<file path="config.mk">
export PLATFORM = sky130hd
export DESIGN_NAME = lsu_bus_adapter
export DESIGN_NICKNAME = d
export VERILOG_FILES = /design/src/rtl/lsu_bus_adapter.sv
export SDC_FILE = /design/constraint.sdc
export NUM_CORES = 1
export LEC_CHECK = 0
export ABC_AREA = 1
export CORE_ASPECT_RATIO = 0.8
export CORE_MARGIN = 5
export CORE_UTILIZATION = 40
export CTS_CLUSTER_SIZE = 16
export DETAILED_ROUTE_END_ITERATION = 16
export GPL_TIMING_DRIVEN = 1
export PLACE_DENSITY = 0.79
export SLEW_MARGIN = 20
export SYNTH_ARGS = -nofsm -noshare
export SYNTH_HDL_FRONTEND = slang
export SYNTH_SLANG_ARGS = --single-unit
</file>
<file path="constraint.sdc">
create_clock -name clk -period 4.45 [get_ports clk]
set_clock_uncertainty 0.15 [all_clocks]
set_input_delay 0.89 -clock clk [delete_from_list [all_inputs] [get_ports clk]]
set_output_delay 0.89 -clock clk [all_outputs]
set_load 0.02 [all_outputs]
</file>
<file path="src/rtl/lsu_bus_adapter.sv">
// Load/store unit to single-outstanding bus adapter: IDLE -> BUS -> DONE handshake with lane steering,
// load extension and bus-wait timeout. Define LSU_MISALIGN_TRAP_EN to fault misaligned H/W accesses.
module lsu_bus_adapter #(
  parameter int TIMEOUT_CYCLES = 255
) (
  input  logic        clk,
  input  logic        reset,
  input  logic        req_valid,
  input  logic        req_we,
  input  logic [2:0]  req_funct3,
  input  logic [31:0] req_addr,
  input  logic [31:0] req_wdata,
  output logic        stall,
  output logic        done,
  output logic [31:0] rdata,
  output logic        fault,
  output logic        bus_req,
  output logic        bus_we,
  output logic [31:0] bus_addr,
  output logic [31:0] bus_wdata,
  output logic [3:0]  bus_be,
  input  logic [31:0] bus_rdata,
  input  logic        bus_ack
);

  localparam int CNT_W = (TIMEOUT_CYCLES < 2) ? 1 : $clog2(TIMEOUT_CYCLES + 1);
  localparam logic [CNT_W-1:0] CNT_LAST = CNT_W'((TIMEOUT_CYCLES == 0) ? 0 : TIMEOUT_CYCLES - 1);

  typedef enum logic [1:0] {IDLE, BUS, DONE} state_t;

  state_t           state;
  logic [CNT_W-1:0] cnt;
  logic [2:0]       funct3_q;
  logic [1:0]       offset_q;
  logic             trap;

  function automatic logic [3:0] lane_be(input logic [2:0] f3, input logic [1:0] off);
    case (f3[1:0])
      2'b00:   return 4'b0001 << off;
      2'b01:   return off[1] ? 4'b1100 : 4'b0011;
      default: return 4'b1111;
    endcase
  endfunction

  function automatic logic [31:0] lane_wdata(input logic [2:0] f3, input logic [31:0] wd);
    case (f3[1:0])
      2'b00:   return {4{wd[7:0]}};
      2'b01:   return {2{wd[15:0]}};
      default: return wd;
    endcase
  endfunction

  // funct3[2] selects zero extension; codes 011/110/111 fall through to a word.
  function automatic logic [31:0] load_extend(input logic [2:0] f3, input logic [1:0] off,
                                              input logic [31:0] d);
    logic [7:0]  b;
    logic [15:0] h;
    b = d[{off, 3'b000} +: 8];
    h = off[1] ? d[31:16] : d[15:0];
    case (f3[1:0])
      2'b00:   return f3[2] ? {24'd0, b} : {{24{b[7]}}, b};
      2'b01:   return f3[2] ? {16'd0, h} : {{16{h[15]}}, h};
      default: return d;
    endcase
  endfunction

`ifdef LSU_MISALIGN_TRAP_EN
  function automatic logic misaligned(input logic [2:0] f3, input logic [1:0] off);
    case (f3[1:0])
      2'b00:   return 1'b0;
      2'b01:   return off[0];
      default: return off != 2'b00;
    endcase
  endfunction

  assign trap = misaligned(req_funct3, req_addr[1:0]);
`else
  assign trap = 1'b0;
`endif

  // Stall must rise in the accept cycle itself so the PC does not advance past the access.
  assign stall = (state == BUS) || ((state == IDLE) && req_valid);

  always_ff @(posedge clk or posedge reset) begin
    if (reset) begin
      state     <= IDLE;
      cnt       <= '0;
      funct3_q  <= 3'd0;
      offset_q  <= 2'd0;
      bus_req   <= 1'b0;
      bus_we    <= 1'b0;
      bus_addr  <= 32'd0;
      bus_wdata <= 32'd0;
      bus_be    <= 4'd0;
      rdata     <= 32'd0;
      done      <= 1'b0;
      fault     <= 1'b0;
    end else begin
      case (state)
        IDLE: begin
          if (req_valid) begin
            funct3_q <= req_funct3;
            offset_q <= req_addr[1:0];
            if (trap) begin
              state <= DONE;
              done  <= 1'b1;
              fault <= 1'b1;
              rdata <= 32'd0;
            end else begin
              state     <= BUS;
              cnt       <= '0;
              bus_req   <= 1'b1;
              bus_we    <= req_we;
              bus_addr  <= {req_addr[31:2], 2'b00};
              bus_wdata <= lane_wdata(req_funct3, req_wdata);
              bus_be    <= lane_be(req_funct3, req_addr[1:0]);
            end
          end
        end
        // Ack takes priority over a timeout expiring in the same cycle.
        BUS: begin
          if (bus_ack) begin
            state   <= DONE;
            bus_req <= 1'b0;
            done    <= 1'b1;
            fault   <= 1'b0;
            if (!bus_we) rdata <= load_extend(funct3_q, offset_q, bus_rdata);
          end else if ((TIMEOUT_CYCLES != 0) && (cnt == CNT_LAST)) begin
            state   <= DONE;
            bus_req <= 1'b0;
            done    <= 1'b1;
            fault   <= 1'b1;
            rdata   <= 32'd0;
          end else begin
            cnt <= cnt + CNT_W'(1);
          end
        end
        DONE: begin
          state <= IDLE;
          done  <= 1'b0;
          fault <= 1'b0;
        end
        default: state <= IDLE;
      endcase
    end
  end

endmodule

</file>
==> results of run 1 <==
area by class of cell:
class | instances | area (sq um)
fill | 1217 | 5670
sequential | 117 | 2930
multi-input combinational | 543 | 2430
timing repair buffer | 211 | 2110
clock buffer | 17 | 425
tap | 184 | 230
clock inverter | 15 | 170
inverter | 34 | 133
metal layers:
layer / GRT usage (%) / vias to the layer above
li1: - / 2673
met1: 28.2 / 2481
met2: 30.9 / 257
met3: 8.76 / 24
met4: 8.34 / 0
met5: 0 / -
final timing paths:
check / start / to / slack (ps) / cells after the start
max: req_valid / stall / 1050 / 4
min: rdata[1] / rdata[1] / 320 / 2
max reg2reg: state[0] / bus_wdata[22] / 1750 / 8
min reg2reg: rdata[1] / rdata[1] / 320 / 2
max in group asynchronous: reset / fault / 2530 / 3
min in group asynchronous: reset / bus_addr[7] / 870 / 2
registers in the layout, indices dropped and copies added, names as in the netlist:
| name | count |
|---|---|
| bus_wdata | 32 |
| rdata | 32 |
| bus_addr | 30 |
| cnt | 8 |
| bus_be | 4 |
| funct3_q | 3 |
| offset_q | 2 |
| state | 2 |
| bus_req | 1 |
| bus_we | 1 |
| done | 1 |
| fault | 1 |
stage by stage:
step | setup slack (ps) | util [%] | hold slack (ps) | cells
after floorplan | 309 | - | 323 | 728
after global placement | 1040 | 55.5 | 306 | 1089
after detailed placement | 1020 | 55.5 | 311 | 1089
after CTS | 1010 | 59.8 | 325 | 1121
after global routing | 943 | 59.8 | 336 | 1121
final | 1050 | 59.8 | 321 | 1121
critical path: stages:
cell             delay, ps
clkdlybuf4s50_1        490
nand2_2                250
nand2_1                130
clkdlybuf4s50_1        600
placed cells by master, fill, tap and decap left out, drive strengths merged, types with 3 or more instances in the layout:
cell and count:
nor2 65, o21ai 31, clkdlybuf4s50 206, dfrtp 117
nand2 361, clkinv 4, or2 3, o211ai 10
a31oi 16, clkbuf 17, ha 5, buf 5
inv 41, nand3 32, a21oi 12
power by group through the flow:
| stage | combinational (W) | sequential (W) | clock (W) |
|---|---|---|---|
| 4_1_cts | 0.00292 | 0.00186 | 0.00140 |
| 3_3_place_gp | 0.00286 | 0.00186 | 0 |
| 6_report | 0.00290 | 0.00186 | 0.00138 |
| 5_1_grt | 0.00317 | 0.00193 | 0.00145 |
| 3_5_place_dp | 0.00291 | 0.00186 | 0 |
| 2_1_floorplan | 0.00123 | 0.00230 | 0 |
cells by family (layout without fill, tap and decap cells):
family / Yosys count / count (layout) / synth area share, %
simple gates: 462 / 462 / 33.7
buf+inv: 68 / 277 / 6.06
flops: 117 / 117 / 51.4
other cells: 1 / 2 / 0.0658
compound gates: 70 / 70 / 7.05
xor+xnor: 4 / 4 / 0.615
fa+ha+maj: 5 / 5 / 1.10
==> metrics.cfg, run 1 <==
[run_status]
status = finished clean

[sta]
fin_setup_tns_ps = 0
maxSlewHeadroom_pct = 41.3
finalSetupViolations = 0
drv_slew = 0
worstMarginPinSlew_ps = 880
rsz0062_at_grt = false
hold_violations = 0
finalCritPeriodShare_pct = 76.4
period_minus_slack_ps = 3400
fmax_mhz = 294

[global_route]
grt_pass1_wl_microns = 27500
grt_overflow = 0
grt_pass1_vias = 5296
antenna_found_initial = 0
grt_max_degree = 72
track_usage_pct = 21.2

[clocking]
cts_tree = done
h-tree-depth = 4
clockBufferDepth = 2
clock-sinks = 117
clkSlewWorstSetupHoldPaths_ps = 60
ctsHoldBuffers = 0
cts_root_buf = clkbuf_16
postCtsSetupBuffers = 0
clk_latency_ps = 420
cts_buffers = 17
postCtsResizedCells = 0

[layout]
stdcell_area_sq_um = 8430
diodes = 0
area_growth_pct = 47.9
nNetsFinal = 1033
drive_above_1_share_pct = 8.96

[place]
place_area_sq_um = 7830
io_buffers = 206
dp_hpwl_microns = 12600
globalplace.congestion = 0.883

[power]
power_frac_clock_pct = 22.4
total_power_w = 0.00614
ir_drop_mv = 0.417
leakage_nw = 4.08
pwr-share-seq_pct = 30.4
power_switching_w = 0.00255
powerDensity_nw_per_um2 = 728
combPwrFrac_pct = 47.2
swShare_pct = 41.5
p_int_w = 0.00359

[drt]
highest_layer = met4
ant_nets = 0
vias = 5435
dr_wl_met2_microns = 7550
drtIter0Drc = 323
first_pass_iters = 5
wl_per_cell_microns = 15.5
vias_per_cell = 4.85
wl_met3_microns = 2090
drc = 0
m1WireLength_microns = 7380
wirelength_microns = 17400

[synth]
synth_edf_count = 0
ys_seq_area_share_pct = 51.4
netlist_area_sq_um = 5700
synth_most_common_cell = nand2_1
yosys_warnings = 0
netlist_top_cells_area = dfrtp_1, nand2_1, nor2_1
synthFlopType = dfrtp_1
avgSynthCellArea_sq_um = 7.84
netlist.area_leader.share_pct = 51.4
ys_seq_elements = 117
synth-async-reset-ratio_pct = 100
yosysTopAreaCell = dfrtp_1
yosys-top-cells-count = nand2_1, dfrtp_1, nor2_1, inv_1, nand3_1
synthCells = 727
synth.distinct_cells = 33

[die]
fp.dieW_microns = 143
core_area_sq_um = 14100
io_pins = 209
rows = 39
start_util_pct = 40.4
die_h_microns = 117
die_area_sq_um = 16700

[hold_path]
worstHoldPathType = reg -> reg

[critical_path]
critPathCaptureType = output port
crit_type = in -> out
critPathRequiredTime_ps = 3410
arrival_ps = 2360
startpoint_type = input port
worstPathMaxFanout = 20

[run]
cap_violations = 0

No activity file was read; power rests on OpenSTA's default activity.
==> run 2: changes to the inputs <==
==> constraint.sdc (replaced) <==
create_clock -name clk -period 3.5 [get_ports clk]
set_clock_uncertainty 0.15 [all_clocks]
set_input_delay 0.7 -clock clk [delete_from_list [all_inputs] [get_ports clk]]
set_output_delay 0.7 -clock clk [all_outputs]
set_load 0.02 [all_outputs]
==> run 2 against run 1 <==
Compared with the run above: combinational power is 27% higher; sequential power up 28%; critical path depth grew 1; die area stayed put; worst hold slack lost 1.0 ps; critical path type is now reg -> out; final cell count up 0.27%; largest power group unchanged; utilization is 0.71 points higher; non-clock buffer count rose by 3; final area grew 1.2%; first-iteration DRC count rose by 11%; routed wire length increased by 2.6%.
==> metrics.cfg, run 2 (same netlist as run 1, synthesis figures left out) <==
[run]
cap_violations = 0  ; unchanged

[layout]
final_common_cell = nand2_1
mostFrequentLayoutCells = nand2_1, clkdlybuf4s50_1, dfrtp_1
nFillCells = 1224  ; +0.58%
diodes = 0  ; unchanged
reg.largest.list = bus_wdata: 32 flops, rdata: 32 flops, bus_addr: 30 flops
nNetsFinal = 1036  ; +0.29%
drive_above_1_share_pct = 9.15  ; +0.18 points
multi_input_comb_area_sq_um = 2430  ; unchanged
area_growth_pct = 49.7
ff_latch_area_sq_um = 2930  ; unchanged

[run_status]
status = finished clean

[clocking]
clkSlewWorstSetupHoldPaths_ps = 60  ; about the same
clock-sinks = 117  ; unchanged
postCtsSetupBuffers = 0  ; unchanged
cts_tree = done
cts_buffers = 17  ; unchanged
postCtsResizedCells = 0  ; unchanged
h-tree-depth = 4  ; unchanged
cts_root_buf = clkbuf_16
clk_latency_ps = 410  ; about the same
clockBufferDepth = 2  ; unchanged
ctsHoldBuffers = 0  ; unchanged

[die]
fp.dieW_microns = 143  ; unchanged
die_h_microns = 117  ; unchanged
core_area_sq_um = 14100  ; unchanged
die_area_sq_um = 16700  ; unchanged
rows = 39  ; unchanged
io_pins = 209  ; unchanged
start_util_pct = 40.4  ; unchanged

[power]
power_switching_w = 0.00320  ; +26%
combPwrFrac_pct = 45.8  ; -1.4 points
leakage_nw = 4.11  ; +0.91%
power_frac_clock_pct = 24.6  ; +2.2 points
swShare_pct = 39.7  ; -1.8 points
ir_drop_mv = 0.533  ; +28%
powerDensity_nw_per_um2 = 946  ; +30%
pwr-share-seq_pct = 29.7  ; -0.7 points
p_int_w = 0.00486  ; +36%

[sta]
drv_slew = 0  ; unchanged
period_minus_slack_ps = 2980
hold_violations = 0  ; unchanged
fmax_mhz = 335
finalCritPeriodShare_pct = 85.3
holdWs_ps = 320  ; -1.01 ps
maxSlewHeadroom_pct = 52.1  ; +11 points
fin_setup_tns_ps = 0  ; unchanged
finalSetupViolations = 0  ; unchanged
worstMarginPinSlew_ps = 719  ; -162 ps
rsz0062_at_grt = false

[drt]
drc = 0  ; unchanged
drtIter0Drc = 359  ; +11%
first_pass_iters = 5  ; unchanged
vias_per_cell = 4.97  ; +2.6%
vias = 5590  ; +2.9%
wirelength_microns = 17900  ; +2.6%
ant_nets = 0  ; unchanged
wl_per_cell_microns = 15.9  ; +2.3%

[hold_path]
worstHoldPathType = reg -> reg
hold_start = rdata[2]

[global_route]
grt_max_degree = 118  ; +64%
track_usage_pct = 21.9  ; +0.73 points
grt_pass1_wl_microns = 28400  ; +3.0%
antenna_found_initial = 0  ; unchanged
grt_pass1_vias = 5556  ; +4.9%
grt_overflow = 0  ; unchanged

[place]
io_buffers = 206  ; unchanged
globalplace.congestion = 0.942  ; +6.6%
dp_hpwl_microns = 12500  ; -0.80%

[critical_path]
worstPathMaxFanout = 9  ; -55%
arrival_ps = 2130  ; -230 ps
critPathRequiredTime_ps = 2650  ; -760 ps
crit_type = reg -> out
critPathCaptureType = output port
crit_start = state[1]
startpoint_type = flop
r2r_start = funct3_q[1]

-- run 2: changes by cell type in the layout (fill, tap and decap cells not counted), sizes merged --
cell / delta
clkinvlp: +3
clkinv: -1
bufinv: +4
clkbuf: +2
buf: +3
inv: -8
-- run 2: metal layers --
metal | GRT usage, % | vias up | part of all wire (%)
li1 | - | 2673 | -
met4 | 7.28 | 0 | 1.8
met1 | 28.1 | 2584 | 40
met2 | 34.4 | 301 | 46
met3 | 8.56 | 32 | 12
met5 | 0 | - | 0
-- run 2: power groups by stage --
stage | Sequential (W) | Combinational (W) | Clock (W)
2_1_floorplan | 0.00292 | 0.00156 | 0
3_3_place_gp | 0.00238 | 0.00365 | 0
3_5_place_dp | 0.00238 | 0.00371 | 0
4_1_cts | 0.00239 | 0.00373 | 0.00202
5_1_grt | 0.00247 | 0.00404 | 0.00208
6_report | 0.00239 | 0.00369 | 0.00198
-- run 2: cell type report --
type / instances / area share [%]
flip-flops and latches: 117 / 34.3
multi-input cells: 543 / 28.5
repair buffers: 214 / 25.0
clock buffers: 19 / 5.19
well taps: 184 / 2.70
clock inverters: 13 / 2.68
inverters: 34 / 1.57
-- run 2: stage by stage --
step                cells  utilization [%]  setup slack (ps)  power, W  area [sq um]
floorplan             728                -              1220   0.00448          5700
global placement     1092             55.7               714   0.00603          7860
detailed placement   1092             55.7               657   0.00609          7860
CTS                  1124             60.5               512   0.00813          8530
global route         1124             60.5               430   0.00859          8530
finish               1124             60.5               516   0.00806          8530
-- run 2: worst paths after layout --
kind | endpoint | depth (start not counted) | slack (ps)
max in group asynchronous | bus_addr[25] | 3 | 2040
min | rdata[2] | 2 | 320
min in group asynchronous | rdata[25] | 3 | 690
max reg2reg | rdata[28] | 9 | 1080
min reg2reg | rdata[2] | 2 | 320
max | stall | 5 | 520
-- run 2: critical path, stage by stage, from the launching register on --
cell and delay (ps):
dfrtp_1 390, inv_1 80, ha_1 370, inv_2 160, nand2_1 110, clkdlybuf4s50_1 600
==> run 3: changes to the inputs <==
--- a/config.mk
+++ b/config.mk
@@ -9,10 +9,12 @@
 export CORE_ASPECT_RATIO = 0.8
 export CORE_MARGIN = 5
 export CORE_UTILIZATION = 40
-export CTS_CLUSTER_SIZE = 16
+export CTS_CLUSTER_DIAMETER = 80
+export CTS_CLUSTER_SIZE = 40
 export DETAILED_ROUTE_END_ITERATION = 16
+export DONT_BUFFER_PORTS = 1
 export GPL_TIMING_DRIVEN = 1
-export PLACE_DENSITY = 0.79
+export PLACE_DENSITY = 0.6
 export SLEW_MARGIN = 20
 export SYNTH_ARGS = -nofsm -noshare
 export SYNTH_HDL_FRONTEND = slang
==> run 3 against run 2 <==
Compared with the run above: fmax up 21%; register-to-register slack better by 70 ps; sequential power up 31%; die area unchanged; non-clock buffer count down 209; final cell count down 19%; clock power down 11%; critical endpoint unchanged; largest cell class unchanged; highest routed layer unchanged.
==> metrics.cfg, run 3 (same netlist as run 1, synthesis figures left out) <==
[layout]
diodes = 0  ; unchanged
stdcell_area_sq_um = 6370  ; -25%
reg.largest.list = bus_wdata: 32 flops, rdata: 32 flops, bus_addr: 30 flops
drive_above_1_share_pct = 11.1  ; +1.9 points
mostFrequentLayoutCells = nand2_1, dfrtp_1, nor2_1
area_growth_pct = 11.9
final_common_cell = nand2_1
nNetsFinal = 827  ; -20%

[drt]
vias_per_cell = 5.07  ; +2.0%
drc = 0  ; unchanged
ant_nets = 0  ; unchanged
drtIter0Drc = 251  ; -30%
vias = 4642  ; -17%
wirelength_microns = 15700  ; -12%
first_pass_iters = 4  ; -1
wl_per_cell_microns = 17.2  ; +8.2%

[place]
place_area_sq_um = 5770  ; -27%
dp_hpwl_microns = 11700  ; -6.1%
globalplace.congestion = 0.931  ; -1.2%
io_buffers = 0  ; -100%

[critical_path]
path_cells = inv_1 > ha_1 > inv_2 > nand2_1
crit_type = reg -> out
arrival_ps = 1620  ; -510 ps
rr_worst_depth = 9  ; unchanged
worstPathMaxFanout = 9  ; unchanged
startpoint_type = flop
cp_slowest_cell = dfrtp_1
cp_slowest_stage_delay_ps = 400  ; -200 ps
worstReg2RegEnd = rdata[28]
rrSetupSlack_ps = 1150  ; +70 ps
r2r_start = funct3_q[1]
critPathRequiredTime_ps = 2650  ; about the same
critPathCaptureType = output port

[sta]
hold_violations = 0  ; unchanged
worstMarginPinSlew_ps = 924  ; +205 ps
fin_setup_tns_ps = 0  ; unchanged
holdWs_ps = 181  ; -139 ps
finalSetupViolations = 0  ; unchanged
fmax_mhz = 405  ; +21%
rsz0062_at_grt = false
finalCritPeriodShare_pct = 70.5  ; -15 points
maxSlewHeadroom_pct = 38.3  ; -14 points
drv_slew = 0  ; unchanged
period_minus_slack_ps = 2470  ; -516 ps

[die]
start_util_pct = 40.4  ; unchanged
die_area_sq_um = 16700  ; unchanged
core_area_sq_um = 14100  ; unchanged
rows = 39  ; unchanged
fp.dieW_microns = 143  ; unchanged
io_pins = 209  ; unchanged
die_h_microns = 117  ; unchanged

[clocking]
postCtsSetupBuffers = 0  ; unchanged
postCtsResizedCells = 0  ; unchanged
cts_buffers = 17  ; unchanged
clock-sinks = 117  ; unchanged
clkSlewWorstSetupHoldPaths_ps = 60  ; about the same
h-tree-depth = 4  ; unchanged
clockBufferDepth = 2  ; unchanged
cts_tree = done
clk_latency_ps = 410  ; about the same
ctsHoldBuffers = 0  ; unchanged
cts_root_buf = clkbuf_16

[power]
powerDensity_nw_per_um2 = 1040  ; +9.8%
total_power_w = 0.00662  ; -18%
power_frac_clock_pct = 26.7  ; +2.1 points
swShare_pct = 44.9  ; +5.2 points
ir_drop_mv = 0.422  ; -21%
leakage_nw = 3.28  ; -20%
power_switching_w = 0.00297  ; -7.2%
combPwrFrac_pct = 25.9  ; -20 points
p_int_w = 0.00365  ; -25%
pwr-share-seq_pct = 47.4  ; +18 points

[global_route]
grt_max_degree = 69  ; -42%
grt_pass1_vias = 4588  ; -17%
antenna_found_initial = 0  ; unchanged
grt_pass1_wl_microns = 24400  ; -14%
grt_overflow = 0  ; unchanged
track_usage_pct = 18.8  ; -3.1 points

[hold_path]
worstHoldPathType = in -> async

[run]
cap_violations = 0  ; unchanged

[run_status]
status = finished clean

[run 3: area by class of cell]
class | count | area, sq um
multi-input cells | 543 | 2430
repair buffers | 5 | 50.0
flip-flops and latches | 117 | 2930
fillers | 1386 | 7730
inverters | 34 | 134
clock inverters | 11 | 153
well taps | 184 | 230
clock buffers | 21 | 450
[run 3: through the flow]
step	setup WS, ps	utilization (%)	std cells
6_report	1030	45.2	915
4_1_cts	1010	45.2	915
3_3_place_gp	1310	40.9	883
5_1_grt	925	45.2	915
3_5_place_dp	1190	40.9	883
2_1_floorplan	1220	-	728
[run 3: worst max path at each step]
stage	start	endpoint	slack [ps]
floorplan	reset	bus_addr[10]	1220
global placement	funct3_q[1]	rdata[28]	1310
detailed placement	funct3_q[1]	rdata[28]	1190
CTS	state[1]	stall	1010
global route	funct3_q[1]	rdata[28]	920
finish	state[1]	stall	1030
[run 3: metal layers]
layer | routed length, microns | GRT usage [%] | vias up
li1 | - | - | 2250
met2 | 7040 | 27.7 | 206
met4 | 247 | 6.65 | 0
met1 | 6380 | 23.6 | 2164
met5 | 0 | 0 | -
met3 | 2060 | 9.99 | 22
[run 3: worst max-delay path, delay by kind of cell, from the launching register on]
kind	cells	cell delay, ps
AND/OR/NAND/NOR	1	220
flip-flops	1	400
buffers and inverters	2	240
adder cells (fa/ha/maj)	1	350
[run 3: power by group through the flow]
stage | clock network (W) | registers (W) | logic (W)
6_report | 0.00177 | 0.00314 | 0.00171
3_3_place_gp | 0 | 0.00315 | 0.00166
2_1_floorplan | 0 | 0.00292 | 0.00156
4_1_cts | 0.00181 | 0.00316 | 0.00173
3_5_place_dp | 0 | 0.00316 | 0.00174
5_1_grt | 0.00187 | 0.00322 | 0.00198
